$ cat src/rtl/pipe_pkg.sv
// Shared pipeline-stage definitions: stage-register state encoding, default
// bundle widths, and control-bundle field offsets for stages that pack/unpack.
package pipe_pkg;

  // Stage-register occupancy states; the encoding doubles as the beat count.
  typedef enum logic [1:0] {
    PIPE_EMPTY = 2'd0,
    PIPE_ONE   = 2'd1,
    PIPE_FULL  = 2'd2
  } pipe_state_e;

  localparam int unsigned PIPE_CTRL_W = 12;
  localparam int unsigned PIPE_DATA_W = 96;

  // Control-bundle field offsets (LSB positions) and widths.
  localparam int unsigned CTRL_MEM_RE_BIT    = 0;
  localparam int unsigned CTRL_MEM_WE_BIT    = 1;
  localparam int unsigned CTRL_REG_WRITE_BIT = 2;
  localparam int unsigned CTRL_ALU_OP_LSB    = 3;
  localparam int unsigned CTRL_ALU_OP_W      = 4;
  localparam int unsigned CTRL_SRC_SEL_LSB   = 7;
  localparam int unsigned CTRL_SRC_SEL_W     = 2;
  localparam int unsigned CTRL_WB_SEL_LSB    = 9;
  localparam int unsigned CTRL_WB_SEL_W      = 3;

endpackage

$ cat src/rtl/pipe_entry.sv
// One held beat: valid + control + datapath register with load/clear.
// clear drops valid and zeroes control but keeps the datapath value.
// Ports: clk, reset (async, active-high), load, clear, d_ctrl, d_data,
//        q_valid, q_ctrl, q_data.
module pipe_entry #(
  parameter int unsigned CTRL_W = 12,
  parameter int unsigned DATA_W = 96
) (
  input  logic              clk,
  input  logic              reset,
  input  logic              load,
  input  logic              clear,
  input  logic [CTRL_W-1:0] d_ctrl,
  input  logic [DATA_W-1:0] d_data,
  output logic              q_valid,
  output logic [CTRL_W-1:0] q_ctrl,
  output logic [DATA_W-1:0] q_data
);

  // Clear wins over load so a flush always empties the entry.
  always_ff @(posedge clk or posedge reset) begin
    if (reset) begin
      q_valid <= 1'b0;
      q_ctrl  <= '0;
      q_data  <= '0;
    end else if (clear) begin
      q_valid <= 1'b0;
      q_ctrl  <= '0;
    end else if (load) begin
      q_valid <= 1'b1;
      q_ctrl  <= d_ctrl;
      q_data  <= d_data;
    end
  end

endmodule

$ cat src/rtl/pipe_skid_reg.sv
// Two-entry skid pipeline stage register with valid/ready handshake and flush.
// Main entry drives out_*; skid entry catches the beat accepted while the
// head is stalled, so in_ready depends only on registers.
// Ports: clk, reset (async, active-high), flush, in_valid/in_ready/in_ctrl/
//        in_data, out_valid/out_ready/out_ctrl/out_data, occupancy.
// Optional: define PIPE_SKID_PERF_EN to add stall_cnt/bubble_cnt counters.
module pipe_skid_reg
  import pipe_pkg::*;
#(
  parameter int unsigned DATA_W = PIPE_DATA_W,
  parameter int unsigned CTRL_W = PIPE_CTRL_W
) (
  input  logic              clk,
  input  logic              reset,
  input  logic              flush,
  input  logic              in_valid,
  output logic              in_ready,
  input  logic [CTRL_W-1:0] in_ctrl,
  input  logic [DATA_W-1:0] in_data,
  output logic              out_valid,
  input  logic              out_ready,
  output logic [CTRL_W-1:0] out_ctrl,
  output logic [DATA_W-1:0] out_data,
  output logic [1:0]        occupancy
`ifdef PIPE_SKID_PERF_EN
  ,
  output logic [15:0]       stall_cnt,
  output logic [15:0]       bubble_cnt
`endif
);

  pipe_state_e state_q, state_d;

  logic              main_valid, skid_valid;
  logic [CTRL_W-1:0] main_ctrl, skid_ctrl;
  logic [DATA_W-1:0] skid_data;
  logic              main_load, main_clear, main_from_skid;
  logic              skid_load, skid_clear;
  logic              acc, pop;
  logic [CTRL_W-1:0] main_d_ctrl;
  logic [DATA_W-1:0] main_d_data;

  // Entry valids track the state: main valid <=> not EMPTY, skid valid <=> FULL.
  assign in_ready  = ~skid_valid;
  assign out_valid = main_valid;
  assign occupancy = state_q;
  assign out_ctrl  = main_ctrl & {CTRL_W{main_valid}};

  assign acc = in_valid & in_ready;
  assign pop = out_valid & out_ready;

  // State register.
  always_ff @(posedge clk or posedge reset) begin
    if (reset) state_q <= PIPE_EMPTY;
    else       state_q <= state_d;
  end

  // Next state and entry load/clear strobes; flush overrides everything.
  always_comb begin
    state_d        = state_q;
    main_load      = 1'b0;
    main_clear     = 1'b0;
    main_from_skid = 1'b0;
    skid_load      = 1'b0;
    skid_clear     = 1'b0;
    if (flush) begin
      state_d    = PIPE_EMPTY;
      main_clear = 1'b1;
      skid_clear = 1'b1;
    end else begin
      case (state_q)
        PIPE_EMPTY: begin
          if (acc) begin
            main_load = 1'b1;
            state_d   = PIPE_ONE;
          end
        end
        PIPE_ONE: begin
          if (acc && pop) begin
            main_load = 1'b1;
          end else if (acc) begin
            skid_load = 1'b1;
            state_d   = PIPE_FULL;
          end else if (pop) begin
            main_clear = 1'b1;
            state_d    = PIPE_EMPTY;
          end
        end
        PIPE_FULL: begin
          if (pop) begin
            main_load      = 1'b1;
            main_from_skid = 1'b1;
            skid_clear     = 1'b1;
            state_d        = PIPE_ONE;
          end
        end
        default: begin
          state_d    = PIPE_EMPTY;
          main_clear = 1'b1;
          skid_clear = 1'b1;
        end
      endcase
    end
  end

  // Main refills from the skid when draining FULL, else from the input.
  assign main_d_ctrl = main_from_skid ? skid_ctrl : in_ctrl;
  assign main_d_data = main_from_skid ? skid_data : in_data;

  pipe_entry #(.CTRL_W(CTRL_W), .DATA_W(DATA_W)) u_main (
    .clk     (clk),
    .reset   (reset),
    .load    (main_load),
    .clear   (main_clear),
    .d_ctrl  (main_d_ctrl),
    .d_data  (main_d_data),
    .q_valid (main_valid),
    .q_ctrl  (main_ctrl),
    .q_data  (out_data)
  );

  pipe_entry #(.CTRL_W(CTRL_W), .DATA_W(DATA_W)) u_skid (
    .clk     (clk),
    .reset   (reset),
    .load    (skid_load),
    .clear   (skid_clear),
    .d_ctrl  (in_ctrl),
    .d_data  (in_data),
    .q_valid (skid_valid),
    .q_ctrl  (skid_ctrl),
    .q_data  (skid_data)
  );

`ifdef PIPE_SKID_PERF_EN
  // Saturating stall/bubble counters, cleared by flush.
  always_ff @(posedge clk or posedge reset) begin
    if (reset) begin
      stall_cnt  <= 16'd0;
      bubble_cnt <= 16'd0;
    end else if (flush) begin
      stall_cnt  <= 16'd0;
      bubble_cnt <= 16'd0;
    end else begin
      if (out_valid && !out_ready && stall_cnt != 16'hFFFF)
        stall_cnt <= stall_cnt + 16'd1;
      if (!out_valid && bubble_cnt != 16'hFFFF)
        bubble_cnt <= bubble_cnt + 16'd1;
    end
  end
`endif

endmodule

$ cat config.mk
export PLATFORM = sky130hd
export DESIGN_NAME = pipe_skid_reg
export DESIGN_NICKNAME = d
export VERILOG_FILES = /design/src/rtl/pipe_pkg.sv /design/src/rtl/pipe_entry.sv /design/src/rtl/pipe_skid_reg.sv
export SDC_FILE = /design/constraint.sdc
export NUM_CORES = 1
export LEC_CHECK = 0
export BUFFER_PORTS_ARGS = -buffer_cell sky130_fd_sc_hd__buf_2
export CORE_AREA = 2 2 119 179
export DETAILED_ROUTE_END_ITERATION = 16
export DIE_AREA = 0 0 121 181
export GPL_TIMING_DRIVEN = 0
export PLACE_DENSITY = 0.7
export SYNTH_ARGS = -nofsm -noshare
export SYNTH_HDL_FRONTEND = slang
export SYNTH_SLANG_ARGS = --single-unit
$ cat constraint.sdc
create_clock -name clk -period 8.1 [get_ports clk]
set_input_delay 2.025 -clock clk [delete_from_list [all_inputs] [get_ports clk]]
set_output_delay 2.025 -clock clk [all_outputs]
set_load 0.1 [all_outputs]
==> reports/qor.csv <==
stage,metric,value,unit
status,outcome,"complete, no violations",
cts,TritonCTS Buffers,22,
cts,Skew-Pair Late Insertion Delay,510,ps
cts,hold_buf cts,0,
detailed_routing,remaining antenna violation count,0,
synth,proportion of synthesized chip area in sequential cells,62.51,%
synth,post-synthesis cell type with the largest combined area,dfrtp_1,
final_layout,share of layout cells above drive strength 1,37.89,%
synth,ranking of synthesized cells by area,"dfrtp_1, mux2_2, nor2_1",
floorplan,die area,21900,µm²
synth,Synth Flop Type,dfrtp_1,
synth,Synth Area per Inst,11.71,µm²
detailed_routing,Initial DRT Pass Iterations,4,
timing,WHS,485.7,ps
synth,post-synthesis instance total,752,
floorplan,Row Count,64,
final_layout,"Area growth, synth to finish",25.69,%
critical_path,CP endpoint kind,primary output,
place,pre-CTS WS,3925,ps
synth,post-synth top area share,62.51,%
detailed_routing,via count,6659,
synth,share of flip-flops with an asynchronous set or reset,100.0,%
timing,final setup vio count,0,
detailed_routing,drt drc,0,
critical_path,Startpoint Class,flip-flop,
global_route,Tot GR Track Use,20.06,%
timing,worst setup margin,4046,ps
timing,Max Slew Vio Count,0,
global_route,pin count of the biggest net entering global routing,83,
timing,unrepaired setup endpoints after global routing,false,
detailed_routing,routed len/inst,17.30,µm
timing,Worst Tran Pin Value,772.6,ps
floorplan,Die H,181,µm
final_layout,filler cell count,1814,
timing,crit path time final,4054,ps
timing,Worst slew margin,48.21,%
cts,H-tree depth,1,
cts,"Reg clk slew, reported paths",60,ps
critical_path,"critical path, cell by cell",clkbuf_1 > and2_1 > buf_2,
job,total of max-cap violations,0,
cts,# clock sinks,220,
global_route,global-route wire length before repair,35.46,mm
synth,Synth Cell Area,8807,µm²
detailed_routing,vias per cell,5.190,
critical_path,critical path data arrival time,2030,ps
cts,setup repair bufs after CTS,0,
timing,setup tns final,0,ps
critical_path,"Max stage delay cell, worst path",dfrtp_1,
timing,Final Hold Vio Count,0,
floorplan,io pins,225,
cts,CTS Buffer Depth,3,
floorplan,die width,121,µm
place,cell count after placement,1242,
critical_path,max incr delay on CP,490,ps
timing,Setup Skew,10.76,ps
detailed_routing,Post-Route WL,22.19,mm
synth,Synth Register Bits,220,
final_layout,"most common cell after layout, fill and taps aside",buf_2,
hold_path,Hold Path Class,reg -> reg,
critical_path,CP required,6080,ps
final_layout,"commonest cells after routing, fill and taps aside","buf_2, dfrtp_1, nor2_1, o22ai_1, mux2_2",
synth,Post-synth EDFFs,0,
timing,Fmax achieved,246.7,MHz
floorplan,initial core utilization,43.47,%
final_layout,Final #Nets,1115,
cts,CTS tree,done,
critical_path,Crit Path Class,reg -> out,
place,Port Buffers,224,
global_route,gr ovfl total,0,
global_route,vias in the first global route,6874,
synth,synth unique cells,32,
synth,yosys warns,0,
cts,CTS root buf,clkbuf_16,
cts,Resize count post-CTS,0,
final_layout,Layout Cells excl Fill,1283,
floorplan,core area,20260,µm²
place,RD Place Congestion,0.7699,
synth,syn_nets,865,
global_route,initial antenna violation count,4,
place,DP Wirelength,15.50,mm
critical_path,critical-path maximum fanout,10,
timing,final critical-path share of the clock period,50.05,%
detailed_routing,DRT iter0 DRCs,294,
[cells in the mapped netlist (2+ instances only)]
cell / number
mux2_1: 7
dfrtp_1: 220
a21oi_1: 4
o21ai_0: 2
buf_2: 26
o2bb2ai_1: 12
o22ai_1: 96
mux2_2: 89
nor2_1: 206
nand3_1: 2
nand2b_1: 13
inv_1: 3
and2_1: 13
clkbuf_1: 21
buf_4: 2
a221o_1: 12
a2bb2oi_1: 2
nand2_1: 4
nor2b_1: 3
buf_6: 3
[area by class of cell]
type | instances | area (µm²) | area share, %
flip-flops and latches | 220 | 5505 | 49.73
multi-input cells | 477 | 3033 | 27.40
repair buffers | 226 | 1176 | 10.63
clock buffers | 31 | 655.6 | 5.923
well taps | 264 | 330.3 | 2.984
plain buffers | 52 | 257.7 | 2.328
clock inverters | 7 | 85.08 | 0.7686
inverters | 3 | 18.77 | 0.1695
diodes | 3 | 7.507 | 0.06782
[worst paths after layout]
path | startpoint | to | slack (ps) | cells after the start
min in group asynchronous | reset | u_main.q_valid$_DFFE_PP0P_ | 1570 | 2
worst min register to register | u_main.q_data[47]$_DFFE_PP0P_ | u_main.q_data[47]$_DFFE_PP0P_ | 490 | 2
worst max register to register | u_main.q_valid$_DFFE_PP0P_ | u_skid.q_data[52]$_DFFE_PP0P_ | 5640 | 6
worst max-delay path | u_main.q_valid$_DFFE_PP0P_ | out_ctrl[10] | 4050 | 3
max in group asynchronous | reset | u_skid.q_data[33]$_DFFE_PP0P_ | 5740 | 3
worst min-delay path | u_main.q_data[47]$_DFFE_PP0P_ | u_main.q_data[47]$_DFFE_PP0P_ | 490 | 2
[routing by layer]
layer	vias to the layer above	part of all wire, %	GRT usage, %
met5	-	0.054	0
met4	2	3.5	8.186
met3	51	6.4	4.135
met2	211	51	34.49
met1	3269	39	24.34
li1	3126	-	-
[worst max-delay path: cells and delay by family, from the launching register on]
kind	cells	cell delay, ps
AND/OR/NAND/NOR	1	230
flip-flops	1	490
buffers and inverters	2	810
[stage by stage]
step	area [µm²]	utilization [%]
3_5_place_dp	10320	50.94
4_1_cts	11060	54.60
2_1_floorplan	8807	-
5_1_grt	11070	54.63
6_report	11070	54.64
3_3_place_gp	10260	50.64
[state kept, by name, indices dropped and copies added (netlist names)]
name	count
u_skid.q_valid	1
u_skid.q_data	96
occupancy	2
u_main.q_data	96
u_skid.q_ctrl	12
u_main.q_valid	1
u_main.q_ctrl	12
[logic make-up (layout without fill, tap and decap cells)]
family / after synthesis / count (layout) / synth area share, %
AND/OR/NAND/NOR: 248 / 248 / 11.69
flip-flops: 220 / 220 / 62.51
AO/OA/AOI/OAI: 132 / 132 / 10.37
multiplexers: 96 / 96 / 12.27
buffers and inverters: 55 / 319 / 3.054
XOR/XNOR: 1 / 1 / 0.09946
other: 0 / 3 / 0
Power is not shown: default switching activity piles up to over one toggle a cycle in this logic, so the estimate is an artifact.
